## src/rtl/operand_fetch_if.sv

```systemverilog
// operand_fetch_if: decode-side, regfile, write-back and execute-side signals of the operand fetch stage.
// Latency: none; plain wires grouped for port hookup.
// Backpressure: in_ready/out_ready carry the valid/ready handshakes on each side.
interface operand_fetch_if #(
  parameter int XLEN      = 32,
  parameter int PAYLOAD_W = 64
);
  // decode side
  logic                 in_valid;
  logic                 in_ready;
  logic [4:0]           in_rs1_s;
  logic [4:0]           in_rs2_s;
  logic [4:0]           in_rd_s;
  logic [PAYLOAD_W-1:0] in_payload;
  // regfile synchronous read port
  logic [4:0]           rf_rs1_s;
  logic [4:0]           rf_rs2_s;
  logic [XLEN-1:0]      rf_rs1_v;
  logic [XLEN-1:0]      rf_rs2_v;
  // write-back (same enable the regfile uses)
  logic                 wb_we;
  logic [4:0]           wb_rd_s;
  logic [XLEN-1:0]      wb_rd_v;
  // execute side
  logic                 out_valid;
  logic                 out_ready;
  logic [XLEN-1:0]      out_rs1_v;
  logic [XLEN-1:0]      out_rs2_v;
  logic [4:0]           out_rd_s;
  logic [PAYLOAD_W-1:0] out_payload;

  // environment view: decode, regfile, write-back and execute around the stage
  modport master (
    output in_valid, in_rs1_s, in_rs2_s, in_rd_s, in_payload,
    input  in_ready,
    input  rf_rs1_s, rf_rs2_s,
    output rf_rs1_v, rf_rs2_v,
    output wb_we, wb_rd_s, wb_rd_v,
    input  out_valid, out_rs1_v, out_rs2_v, out_rd_s, out_payload,
    output out_ready
  );

  // stage view
  modport slave (
    input  in_valid, in_rs1_s, in_rs2_s, in_rd_s, in_payload,
    output in_ready,
    output rf_rs1_s, rf_rs2_s,
    input  rf_rs1_v, rf_rs2_v,
    input  wb_we, wb_rd_s, wb_rd_v,
    output out_valid, out_rs1_v, out_rs2_v, out_rd_s, out_payload,
    input  out_ready
  );
endinterface

```

## src/rtl/operand_fetch.sv

```systemverilog
// operand_fetch: register-read stage; P holds an op whose regfile read is in flight, O presents operands.
// Latency: accept at edge T -> out_valid from edge T+1; without OPFETCH_BYPASS_EN a write-back hit costs +1.
// Backpressure: in_ready falls when P cannot advance into O; O holds stable while out_ready is low.
module operand_fetch #(
  parameter int XLEN      = 32,
  parameter int PAYLOAD_W = 64
) (
  input  logic           clk,
  input  logic           rst_n,
  input  logic           flush,
  operand_fetch_if.slave bus
);

  typedef struct packed {
    logic [4:0]           rs1_s;
    logic [4:0]           rs2_s;
    logic [4:0]           rd_s;
    logic [PAYLOAD_W-1:0] payload;
  } p_ent_t;

  typedef struct packed {
    logic [XLEN-1:0]      rs1_v;
    logic [XLEN-1:0]      rs2_v;
    logic [4:0]           rd_s;
    logic [PAYLOAD_W-1:0] payload;
  } o_ent_t;

  logic            p_v;
  p_ent_t          p_q;
  logic            o_v;
  o_ent_t          o_q;

  // registered write-back: the one write the regfile read in P may have missed
  logic            wbq_we;
  logic [4:0]      wbq_rd_s;
`ifdef OPFETCH_BYPASS_EN
  logic [XLEN-1:0] wbq_rd_v;
`endif

  logic            hit1;
  logic            hit2;
  logic            haz;
  logic            p_adv;
  logic            accept;
  logic [XLEN-1:0] op1;
  logic [XLEN-1:0] op2;

  // A registered write to a nonzero index that P sources; x0 is never matched
  always_comb begin
    hit1 = wbq_we && (wbq_rd_s == p_q.rs1_s) && (p_q.rs1_s != 5'd0);
    hit2 = wbq_we && (wbq_rd_s == p_q.rs2_s) && (p_q.rs2_s != 5'd0);
  end

`ifdef OPFETCH_BYPASS_EN
  // Forward the missed write straight into the operands; P never has to wait
  always_comb begin
    haz = 1'b0;
    op1 = hit1 ? wbq_rd_v : bus.rf_rs1_v;
    op2 = hit2 ? wbq_rd_v : bus.rf_rs2_v;
  end
`else
  // Hold P one cycle on a hit so its re-read sees the write that has now landed
  always_comb begin
    haz = p_v && (hit1 || hit2);
    op1 = bus.rf_rs1_v;
    op2 = bus.rf_rs2_v;
  end
`endif

  // P moves to O when O is free or draining this cycle and no hazard holds it
  assign p_adv  = p_v && (!o_v || bus.out_ready) && !haz;
  assign bus.in_ready = rst_n && !flush && (!p_v || p_adv);
  assign accept = bus.in_valid && bus.in_ready;

  // A stalled P keeps re-reading its own sources; otherwise read for the incoming op
  assign bus.rf_rs1_s = (p_v && !p_adv) ? p_q.rs1_s : bus.in_rs1_s;
  assign bus.rf_rs2_s = (p_v && !p_adv) ? p_q.rs2_s : bus.in_rs2_s;

  // Capture write-back every cycle so the next cycle can bypass or detect the hazard
  always_ff @(posedge clk or negedge rst_n) begin
    if (!rst_n) begin
      wbq_we   <= 1'b0;
      wbq_rd_s <= 5'd0;
`ifdef OPFETCH_BYPASS_EN
      wbq_rd_v <= '0;
`endif
    end else begin
      wbq_we   <= bus.wb_we;
      wbq_rd_s <= bus.wb_rd_s;
`ifdef OPFETCH_BYPASS_EN
      wbq_rd_v <= bus.wb_rd_v;
`endif
    end
  end

  // P entry: loads on accept, empties when it advances or on flush
  always_ff @(posedge clk or negedge rst_n) begin
    if (!rst_n) begin
      p_v <= 1'b0;
      p_q <= '0;
    end else if (flush) begin
      p_v <= 1'b0;
    end else if (accept) begin
      p_v <= 1'b1;
      p_q <= '{rs1_s: bus.in_rs1_s, rs2_s: bus.in_rs2_s,
               rd_s: bus.in_rd_s, payload: bus.in_payload};
    end else if (p_adv) begin
      p_v <= 1'b0;
    end
  end

  // O entry: reloads whenever P advances (even while being consumed), clears on a bare consume
  always_ff @(posedge clk or negedge rst_n) begin
    if (!rst_n) begin
      o_v <= 1'b0;
      o_q <= '0;
    end else if (flush) begin
      o_v <= 1'b0;
    end else if (p_adv) begin
      o_v <= 1'b1;
      o_q <= '{rs1_v: op1, rs2_v: op2, rd_s: p_q.rd_s, payload: p_q.payload};
    end else if (bus.out_ready) begin
      o_v <= 1'b0;
    end
  end

  assign bus.out_valid   = o_v;
  assign bus.out_rs1_v   = o_q.rs1_v;
  assign bus.out_rs2_v   = o_q.rs2_v;
  assign bus.out_rd_s    = o_q.rd_s;
  assign bus.out_payload = o_q.payload;

  // Execute must see an unchanging op while it is stalling the stage
  a_o_stable: assert property (@(posedge clk) disable iff (!rst_n)
    (o_v && !bus.out_ready && !flush) |=> (o_v && $stable(o_q)));

endmodule
```

## src/flat_wrapper.sv

```systemverilog
// flat-port wrapper written by rule: the top's interface ports become plain ports
module operand_fetch_flat 
#(
  parameter int XLEN      = 32,
  parameter int PAYLOAD_W = 64
)
  (clk, rst_n, flush, bus_in_valid, bus_in_rs1_s, bus_in_rs2_s, bus_in_rd_s, bus_in_payload, bus_in_ready, bus_rf_rs1_s, bus_rf_rs2_s, bus_rf_rs1_v, bus_rf_rs2_v, bus_wb_we, bus_wb_rd_s, bus_wb_rd_v, bus_out_valid, bus_out_rs1_v, bus_out_rs2_v, bus_out_rd_s, bus_out_payload, bus_out_ready);
  operand_fetch_if #(.XLEN(XLEN), .PAYLOAD_W(PAYLOAD_W)) bus_i ();
  input  logic clk;
  input  logic rst_n;
  input  logic flush;
  input wire logic [$bits(bus_i.in_valid)-1:0] bus_in_valid;
  input wire logic [$bits(bus_i.in_rs1_s)-1:0] bus_in_rs1_s;
  input wire logic [$bits(bus_i.in_rs2_s)-1:0] bus_in_rs2_s;
  input wire logic [$bits(bus_i.in_rd_s)-1:0] bus_in_rd_s;
  input wire logic [$bits(bus_i.in_payload)-1:0] bus_in_payload;
  output wire logic [$bits(bus_i.in_ready)-1:0] bus_in_ready;
  output wire logic [$bits(bus_i.rf_rs1_s)-1:0] bus_rf_rs1_s;
  output wire logic [$bits(bus_i.rf_rs2_s)-1:0] bus_rf_rs2_s;
  input wire logic [$bits(bus_i.rf_rs1_v)-1:0] bus_rf_rs1_v;
  input wire logic [$bits(bus_i.rf_rs2_v)-1:0] bus_rf_rs2_v;
  input wire logic [$bits(bus_i.wb_we)-1:0] bus_wb_we;
  input wire logic [$bits(bus_i.wb_rd_s)-1:0] bus_wb_rd_s;
  input wire logic [$bits(bus_i.wb_rd_v)-1:0] bus_wb_rd_v;
  output wire logic [$bits(bus_i.out_valid)-1:0] bus_out_valid;
  output wire logic [$bits(bus_i.out_rs1_v)-1:0] bus_out_rs1_v;
  output wire logic [$bits(bus_i.out_rs2_v)-1:0] bus_out_rs2_v;
  output wire logic [$bits(bus_i.out_rd_s)-1:0] bus_out_rd_s;
  output wire logic [$bits(bus_i.out_payload)-1:0] bus_out_payload;
  input wire logic [$bits(bus_i.out_ready)-1:0] bus_out_ready;
  assign bus_i.in_valid = bus_in_valid;
  assign bus_i.in_rs1_s = bus_in_rs1_s;
  assign bus_i.in_rs2_s = bus_in_rs2_s;
  assign bus_i.in_rd_s = bus_in_rd_s;
  assign bus_i.in_payload = bus_in_payload;
  assign bus_in_ready = bus_i.in_ready;
  assign bus_rf_rs1_s = bus_i.rf_rs1_s;
  assign bus_rf_rs2_s = bus_i.rf_rs2_s;
  assign bus_i.rf_rs1_v = bus_rf_rs1_v;
  assign bus_i.rf_rs2_v = bus_rf_rs2_v;
  assign bus_i.wb_we = bus_wb_we;
  assign bus_i.wb_rd_s = bus_wb_rd_s;
  assign bus_i.wb_rd_v = bus_wb_rd_v;
  assign bus_out_valid = bus_i.out_valid;
  assign bus_out_rs1_v = bus_i.out_rs1_v;
  assign bus_out_rs2_v = bus_i.out_rs2_v;
  assign bus_out_rd_s = bus_i.out_rd_s;
  assign bus_out_payload = bus_i.out_payload;
  assign bus_i.out_ready = bus_out_ready;
  operand_fetch #(.XLEN(XLEN), .PAYLOAD_W(PAYLOAD_W)) u_core (.clk(clk), .rst_n(rst_n), .flush(flush), .bus(bus_i));
endmodule
```

## config.mk

```make
export PLATFORM = sky130hd
export DESIGN_NAME = operand_fetch_flat
export DESIGN_NICKNAME = d
export VERILOG_FILES = /design/src/rtl/operand_fetch_if.sv /design/src/rtl/operand_fetch.sv /design/src/flat_wrapper.sv
export SDC_FILE = /design/constraint.sdc
export NUM_CORES = 1
export LEC_CHECK = 0
export ABC_AREA = 1
export CAP_MARGIN = 20
export CORE_UTILIZATION = 30
export CTS_BUF_LIST = sky130_fd_sc_hd__clkbuf_2
export DETAILED_ROUTE_END_ITERATION = 6
export PLACE_DENSITY = 0.55
export SYNTH_ARGS = -nofsm -noshare
export SYNTH_HDL_FRONTEND = slang
export SYNTH_SLANG_ARGS = --single-unit
```

## constraint.sdc

```tcl
create_clock -name clk -period 6 [get_ports clk]
set_input_delay 1.8 -clock clk [delete_from_list [all_inputs] [get_ports clk]]
set_output_delay 1.8 -clock clk [all_outputs]
set_load 0.005 [all_outputs]
```

==> results.cfg, run 1 <==
[status]
status = finished clean

[sta]
min_period_over_period_pct = 90.1
maxSlewHeadroom_pct = 30.5
fin_crit_ns = 5.41
tightest_slew_ns = 1.04
clock.fmax_mhz = 185
slew_violations = 0
skew_ns = 0.0967
rsz0062_at_grt = no
setup_slack_ns = 0.593
hold_violations = 0
fin_tns_setup_ns = 0
finalSetupViolCount = 0

[placement]
dp_hpwl_um = 16600
post-place-cells = 1641
gp_congestion = 0.758
pre_cts_ws_ns = 0.588
io_buffers = 298

[detailed_routing]
dr.pass1.iters = 5
routed_via_density = 4.45
vias = 7780
drc_errors = 0
postRouteAntennaNets = 0
dr.first_iter.drc_count = 395
routedWlPerCell_um = 15.1
wl_um = 26500

[synth]
syn_area_mm2 = 0.00881
yosysWarningCount = 0
avgSynthCellArea_um2 = 8.72
yosysUniqueCellTypes = 18
synth_top_area_share_pct = 62.5
synth_seq_cells = 220
ys_seq_area_share_pct = 62.5
syn_nets = 1196
yosysTopAreaCell = dfrtp_1
syn_inst = 1010
ys_top_cells_by_area = dfrtp_1 63%, nand2_1 25%, nand4_1 5.8%

[clock_network]
cts-buffers-inserted = 60
cts.sinks = 220
post_cts_resize_count = 0
post-cts-setup-buffers = 0
insertion_delay_ns = 0.86
cts_root_buf = clkbuf_2
cts_max_level = 2
clk_pin_slew_ns = 0.10
cts_buffer_depth = 3
cts_tree = done
postCtsHoldBufs = 0

[job]
cap_violations = 0

[hold_path]
whs_path_depth = 2
min_path_type = flop to flop
hp-start = u_core.p_q[66]$_DFFE_PN0P_
hold_end = u_core.bus.out_rd_s[2]$_DFFE_PN0P_

[critical_path]
path_class = input port to primary output
cp.arrival_ns = 3.61
cp-start-kind = input port
crit_start = bus_out_ready
timing.rr.end = u_core.bus.out_rd_s[4]$_DFFE_PN0P_
regToRegSetupSlack_ns = 2.94
r2r-start = u_core.wbq_rd_s[3]$_DFF_PN0_
cp-end-kind = primary output
worstRegToRegCells = 11
critPathMaxFanout = 29
required_ns = 4.20

[floorplan]
die_y_um = 173
rows = 62
coreArea_mm2 = 0.0288
dieArea_mm2 = 0.0301
io-pin-count = 331
die_x_um = 173
initial_core_util_pct = 30.6

[pwr]
power.density_mw_per_mm2 = 354
switching_share_pct = 31.0
p_switching_mw = 1.38
comb_power_share_pct = 29.6
p_clk_share_pct = 23.2
power_leakage_nw = 6.42
p_int_mw = 3.08
max-vdd-ir-drop_uv = 143
seqPwrFrac_pct = 47.2

[grt]
grt_pass1_wl_um = 42300
grt_overflow = 0
grt_max_degree = 80
grt_pass1_vias = 7638
antenna_found_initial = 3
grt.total_usage_pct = 17.5

[cells_and_area]
fin_util_pct = 43.8
drive_above_1_share_pct = 8.87
final_cells = 1749
fin_nets = 1506
area_delta_synth_final_pct = 43.2
final_cell_mix = 596 x nand2_1, 296 x clkdlybuf4s50_1, 220 x dfrtp_1
final_common_cell = nand2_1
==> per-layer routing <==
metal	wire (um)	track usage, %	vias to the layer above
met4	442	5.31	4
met1	11300	22.5	3667
met5	22	0	-
li1	-	-	3845
met3	1900	5.37	41
met2	12800	28.2	223
==> registers in the layout (all words and copies together), names as in the netlist <==
register and count:
u_core.bus.out_payload 64, u_core.bus.out_rd_s 5, u_core.bus.out_rs1_v 32, u_core.bus.out_rs2_v 32, u_core.bus.out_valid 1, u_core.p_q 79, u_core.p_v 1, u_core.wbq_rd_s 5
u_core.wbq_we 1
==> worst max-delay path: stages <==
cell and delay [ns]:
clkdlybuf4s50_1 0.45, inv_1 0.05, a21boi_1 0.14, nand3_2 0.17, nand2_4 0.27, nand2_1 0.08
o21ai_0 0.09, clkdlybuf4s50_1 0.55
==> cell type report <==
class | instances | area (um2)
multi-input combinational | 707 | 2930
antenna | 1 | 2.50
clock inverter | 11 | 46.3
sequential | 220 | 5510
clock buffer | 95 | 475
inverter | 19 | 73.8
tap | 384 | 480
timing repair buffer | 312 | 3100
fill | 2922 | 16200
==> cell families after synthesis <==
kind of cell / Yosys count / synth area share, %
buffers and inverters: 83 / 4.55
AOI/OAI and AO/OA: 17 / 1.02
and+or+nand+nor: 690 / 31.9
DFF: 220 / 62.5
==> stage by stage <==
stage | hold WS (ns) | area [um2] | power, mW
4_1_cts | 0.409 | 12600 | 4.55
2_1_floorplan | 0.442 | 8810 | 2.55
5_1_grt | 0.477 | 12600 | 4.78
3_5_place_dp | 0.457 | 12100 | 3.48
3_3_place_gp | 0.452 | 12100 | 3.46
6_report | 0.418 | 12600 | 4.46
==> synth_stat cells <==
| library cell | count |
|---|---|
| buf_6 | 1 |
| clkbuf_1 | 20 |
| nand3_2 | 2 |
| nor2_4 | 1 |
| inv_2 | 3 |
| buf_2 | 31 |
| a21boi_1 | 1 |
| nor2_1 | 9 |
| clkbuf_2 | 1 |
| o21ai_1 | 3 |
| dfrtp_1 | 220 |
| buf_4 | 11 |
| nand2_1 | 597 |
| a21boi_0 | 1 |
| o21ai_0 | 11 |
| a21oi_1 | 1 |
| nand4_1 | 81 |
| inv_1 | 16 |
==> worst max-delay path by stage <==
stage	to	slack (ns)	cells past startpoint
after floorplan	bus_in_ready	1.52	4
after global placement	bus_rf_rs2_s[0]	0.61	8
after detailed placement	bus_rf_rs2_s[0]	0.59	8
after CTS	bus_rf_rs1_s[0]	0.59	8
after global routing	bus_rf_rs1_s[4]	0.45	8
final	bus_rf_rs1_s[0]	0.59	8
==> power by group through the flow <==
| stage | sequential, mW | combinational (mW) | clock, mW |
|---|---|---|---|
| finish | 2.11 | 1.32 | 1.03 |
| detailed placement | 2.13 | 1.35 | 0 |
| floorplan | 2.14 | 0.409 | 0 |
| global placement | 2.12 | 1.34 | 0 |
| CTS | 2.11 | 1.35 | 1.09 |
| global route | 2.16 | 1.46 | 1.16 |
(Power assumes the default switching activity.)
==> inputs of run 2 (changes only) <==
ABC_CLOCK_PERIOD_IN_PS = 6000   (was not set)
CTS_BUF_LIST = sky130_fd_sc_hd__clkbuf_4 sky130_fd_sc_hd__clkbuf_8   (was sky130_fd_sc_hd__clkbuf_2)
SKIP_LAST_GASP = 1   (was not set)
==> results.cfg, run 2 (same netlist as run 1, synthesis figures left out) <==
[status]
status = finished clean

[sta]
skew_ns = 0.00947
clock.fmax_mhz = 185
whs_ns = 0.466
tightest_slew_ns = 1.00
slew_violations = 0
maxSlewHeadroom_pct = 33.0
hold_violations = 0
finalSetupViolCount = 0
fin_crit_ns = 5.39
min_period_over_period_pct = 89.9
fin_tns_setup_ns = 0
rsz0062_at_grt = no
setup_slack_ns = 0.605

[critical_path]
path_class = input port to primary output
regToRegSetupSlack_ns = 2.97
r2r-start = u_core.wbq_rd_s[2]$_DFF_PN0_
cp-start-kind = input port
crit_start = bus_out_ready
crit_end = bus_rf_rs1_s[0]
cp-end-kind = primary output
crit_slowest_cell = clkdlybuf4s50_1
slowest_delay_ns = 0.55
timing.rr.end = u_core.bus.out_rs1_v[2]$_DFFE_PN0P_
critical_path.most_common_cell = clkdlybuf4s50_1
worstRegToRegCells = 11
crit_chain = clkdlybuf4s50_1 > inv_1 > a21boi_1 > nand3_2 > nand2_4 > nand2_1 > o21ai_0 > clkdlybuf4s50_1
required_ns = 4.20
critPathMaxFanout = 29
cp.arrival_ns = 3.59

[cells_and_area]
final_common_cell = nand2_1
largest_reg_flops = 79
regMostFlops = u_core.p_q
final_cell_mix = 596 x nand2_1, 296 x clkdlybuf4s50_1, 220 x dfrtp_1
postLayoutCellArea_mm2 = 0.0129
drive_above_1_share_pct = 7.01
n_antenna_cell = 0
area_delta_synth_final_pct = 46.6
fin_nets = 1487

[placement]
pre_cts_ws_ns = 0.588
gp_congestion = 0.758
io_buffers = 298
postPlaceCellArea_mm2 = 0.0121
dp_hpwl_um = 16600

[grt]
grt_pass1_wl_um = 42100
grt_max_degree = 80
grt.total_usage_pct = 17.5
grt_overflow = 0
antenna_found_initial = 2
grt_pass1_vias = 7469

[floorplan]
die_y_um = 173
io-pin-count = 331
die_x_um = 173
initial_core_util_pct = 30.6
coreArea_mm2 = 0.0288
dieArea_mm2 = 0.0301
rows = 62

[hold_path]
min_path_type = flop to flop
whs_path_depth = 2

[detailed_routing]
wl_um = 26300
drc_errors = 0
dr.first_iter.drc_count = 509
postRouteAntennaNets = 0
dr.pass1.iters = 4
routedWlPerCell_um = 15.4
routed_via_density = 4.47
vias = 7643

[clock_network]
cts.sinks = 220
cts-buffers-inserted = 41
cts_tree = done
post_cts_resize_count = 0
post-cts-setup-buffers = 0
cts_buffer_depth = 3
clk_pin_slew_ns = 0.05
postCtsHoldBufs = 0
insertion_delay_ns = 0.53
cts_root_buf = clkbuf_8
cts_max_level = 2

[pwr]
p_switching_mw = 1.36
p_int_mw = 3.51
max-vdd-ir-drop_uv = 159
seqPwrFrac_pct = 43.4
power.density_mw_per_mm2 = 377
power_leakage_nw = 6.45
comb_power_share_pct = 27.2
switching_share_pct = 27.9
p_clk_share_pct = 29.4

[job]
cap_violations = 0
## run 2: changes by cell type in the layout (fill, tap and decap cells not counted)
cell / delta
buf_12: -1
clkbuf_8: +48
clkbuf_4: +19
clkbuf_2: -95
clkinv_1: -9
diode_2: -1
buf_16: +1
## run 2: power groups by stage
stage / clock network (mW) / logic, mW / registers, mW
finish: 1.43 / 1.32 / 2.11
global route: 1.56 / 1.46 / 2.17
CTS: 1.49 / 1.35 / 2.11
detailed placement: 0 / 1.35 / 2.13
global placement: 0 / 1.34 / 2.12
floorplan: 0 / 0.409 / 2.14
## run 2: layout make-up
| cell class | instances | area, um2 |
|---|---|---|
| tap | 384 | 480 |
| multi-input combinational | 707 | 2930 |
| clock buffer | 67 | 803 |
| fill | 2840 | 15900 |
| inverter | 19 | 73.8 |
| timing repair buffer | 312 | 3110 |
| clock inverter | 2 | 12.5 |
| sequential | 220 | 5510 |
## run 2: metal layers
metal  track usage (%)  vias up  share of wire [%]
li1                  -     3766                  -
met1              23.1     3618                 43
met2              28.2      224                 49
met3              5.04       31                7.1
met4              4.31        4                1.3
met5                 0        -              0.099
## run 2: worst min-delay path by stage
stage / to / slack [ns] / start
floorplan: u_core.p_q[0]$_DFFE_PN0P_ / 0.44 / u_core.p_q[0]$_DFFE_PN0P_
detailed placement: u_core.bus.out_rs1_v[31]$_DFFE_PN0P_ / 0.46 / u_core.bus.out_rs1_v[31]$_DFFE_PN0P_
global placement: u_core.bus.out_rs2_v[6]$_DFFE_PN0P_ / 0.45 / u_core.bus.out_rs2_v[6]$_DFFE_PN0P_
CTS: u_core.bus.out_payload[37]$_DFFE_PN0P_ / 0.47 / u_core.p_q[37]$_DFFE_PN0P_
finish: u_core.bus.out_rs2_v[13]$_DFFE_PN0P_ / 0.47 / u_core.bus.out_rs2_v[13]$_DFFE_PN0P_
global route: u_core.bus.out_payload[0]$_DFFE_PN0P_ / 0.48 / u_core.bus.out_payload[0]$_DFFE_PN0P_
## run 2: per-stage QoR
step           util (%)  cells  total power [mW]
2_1_floorplan         -   1010              2.55
3_3_place_gp       41.9   1641              3.46
3_5_place_dp       41.9   1641              3.48
4_1_cts            44.8   1710              4.96
5_1_grt            44.9   1711              5.19
6_report           44.9   1711              4.87
## run 2: critical path, delay by kind of cell
family	cells	cell delay, ns
compound gates	2	0.23
buf+inv	3	1.05
simple gates	3	0.52
==> inputs of run 3 (changes only) <==
ABC_CLOCK_PERIOD_IN_PS = not set   (was 6000)
MAX_ROUTING_LAYER = met4   (was not set)
==> results.cfg, run 3 (same netlist as run 1, synthesis figures left out) <==
[clock_network]
post-cts-setup-buffers = 0
postCtsHoldBufs = 0
cts.sinks = 220
clk_pin_slew_ns = 0.05
cts_root_buf = clkbuf_8
post_cts_resize_count = 0
insertion_delay_ns = 0.53
cts-buffers-inserted = 41
cts_max_level = 2
cts_buffer_depth = 3
cts_tree = done

[critical_path]
crit_start = bus_out_ready
critical_path.most_common_cell = clkdlybuf4s50_1
path_class = input port to primary output
crit_chain = clkdlybuf4s50_1 > inv_1 > a21boi_1 > nand3_2 > nand2_4 > nand2_1 > o21ai_0 > clkdlybuf4s50_1
cp.arrival_ns = 3.61
critical-path-top-delay-family = buffers and inverters
slowest_delay_ns = 0.55
cp-end-kind = primary output
r2r-start = u_core.wbq_rd_s[2]$_DFF_PN0_
required_ns = 4.20
worstRegToRegCells = 11
cp.depth = 8
critPathMaxFanout = 29
cp-start-kind = input port
regToRegSetupSlack_ns = 2.97
crit_slowest_cell = clkdlybuf4s50_1
critPathBufInv = 3

[cells_and_area]
final_cell_mix = 596 x nand2_1, 296 x clkdlybuf4s50_1, 220 x dfrtp_1
fin_util_pct = 44.9
fill_cells = 2839
regMostFlops = u_core.p_q
area_delta_synth_final_pct = 46.6
postLayoutCellArea_mm2 = 0.0129
fin_nets = 1487
final_common_cell = nand2_1
drive_above_1_share_pct = 7.01
final_cells = 1713
largest_reg_flops = 79

[detailed_routing]
dr.pass1.iters = 5
routed_via_density = 4.46
postRouteAntennaNets = 0
wl_um = 26400
routedWlPerCell_um = 15.4
drc_errors = 0
dr.first_iter.drc_count = 518
vias = 7643

[placement]
dp_hpwl_um = 16600
gp_congestion = 0.768
postPlaceCellArea_mm2 = 0.0121
pre_cts_ws_ns = 0.588
post-place-cells = 1641
io_buffers = 298

[floorplan]
dieArea_mm2 = 0.0301
die_x_um = 173
initial_core_util_pct = 30.6
die_y_um = 173
io-pin-count = 331
coreArea_mm2 = 0.0288
rows = 62

[sta]
whs_ns = 0.467
fin_tns_setup_ns = 0
skew_ns = 0.0100
setup_slack_ns = 0.593
min_period_over_period_pct = 90.1
fin_crit_ns = 5.41
clock.fmax_mhz = 185
finalSetupViolCount = 0
rsz0062_at_grt = no
tightest_slew_ns = 1.06
slew_violations = 0
hold_violations = 0
maxSlewHeadroom_pct = 29.5

[pwr]
power_leakage_nw = 6.45
max-vdd-ir-drop_uv = 158
finalPower_mw = 4.87
power.density_mw_per_mm2 = 377

[grt]
grt_max_degree = 80
grt.total_usage_pct = 18.0
grt_pass1_vias = 7462
grt_overflow = 0
antenna_found_initial = 2
grt_pass1_wl_um = 42100

[job]
cap_violations = 0

[hold_path]
min_path_type = flop to flop
hp-start = u_core.bus.out_payload[1]$_DFFE_PN0P_
whs_path_depth = 2

[status]
status = finished clean
## run 3: cell types whose count changed in the layout (fill, tap and decap cells not counted)
cell     before  now
diode_2       0    2
## run 3: final cells by class
type,instances,area [um2],area share (%)
Multi-Input combinational cell,707,2930,22.6
Sequential cell,220,5510,42.6
Tap cell,384,480,3.72
Inverter,19,73.8,0.572
Clock buffer,67,803,6.22
Timing Repair Buffer,312,3110,24.1
Clock inverter,2,12.5,0.0969
Antenna cell,2,5.00,0.0387
## run 3: per-layer routing
| layer | vias to the layer above | global-route usage [%] | routed length (um) |
|---|---|---|---|
| met5 | - | - | 0 |
| met2 | 230 | 28.4 | 12800 |
| met4 | 0 | 4.31 | 333 |
| met1 | 3615 | 23.3 | 11400 |
| met3 | 27 | 4.58 | 1820 |
| li1 | 3771 | - | - |
## run 3: worst register-to-register path, stage by stage, from the launching register on
cell and delay (ns):
dfrtp_1 0.41, inv_1 0.10, nand2_1 0.05, o21ai_1 0.08, nor2_1 0.06, nand4_1 0.13, nand3_2 0.16, nor2_4 0.37
buf_4 0.54, buf_4 0.79, nand2_1 0.19, nand2_1 0.11
## run 3: worst paths after layout
kind	end
worst max-delay path	bus_rf_rs1_s[0]
worst min-delay path	u_core.bus.out_payload[1]$_DFFE_PN0P_
worst max register to register	u_core.bus.out_rs2_v[29]$_DFFE_PN0P_
worst min register to register	u_core.bus.out_payload[1]$_DFFE_PN0P_
max in group asynchronous	u_core.bus.out_payload[30]$_DFFE_PN0P_
min in group asynchronous	u_core.bus.out_payload[16]$_DFFE_PN0P_
## run 3: power breakdown
part	switching [mW]	total (mW)	leakage [nW]	internal, mW
sequential	0.218	2.11	2.78	1.89
clock	0.597	1.43	0.437	0.836
combinational	0.545	1.32	3.23	0.777
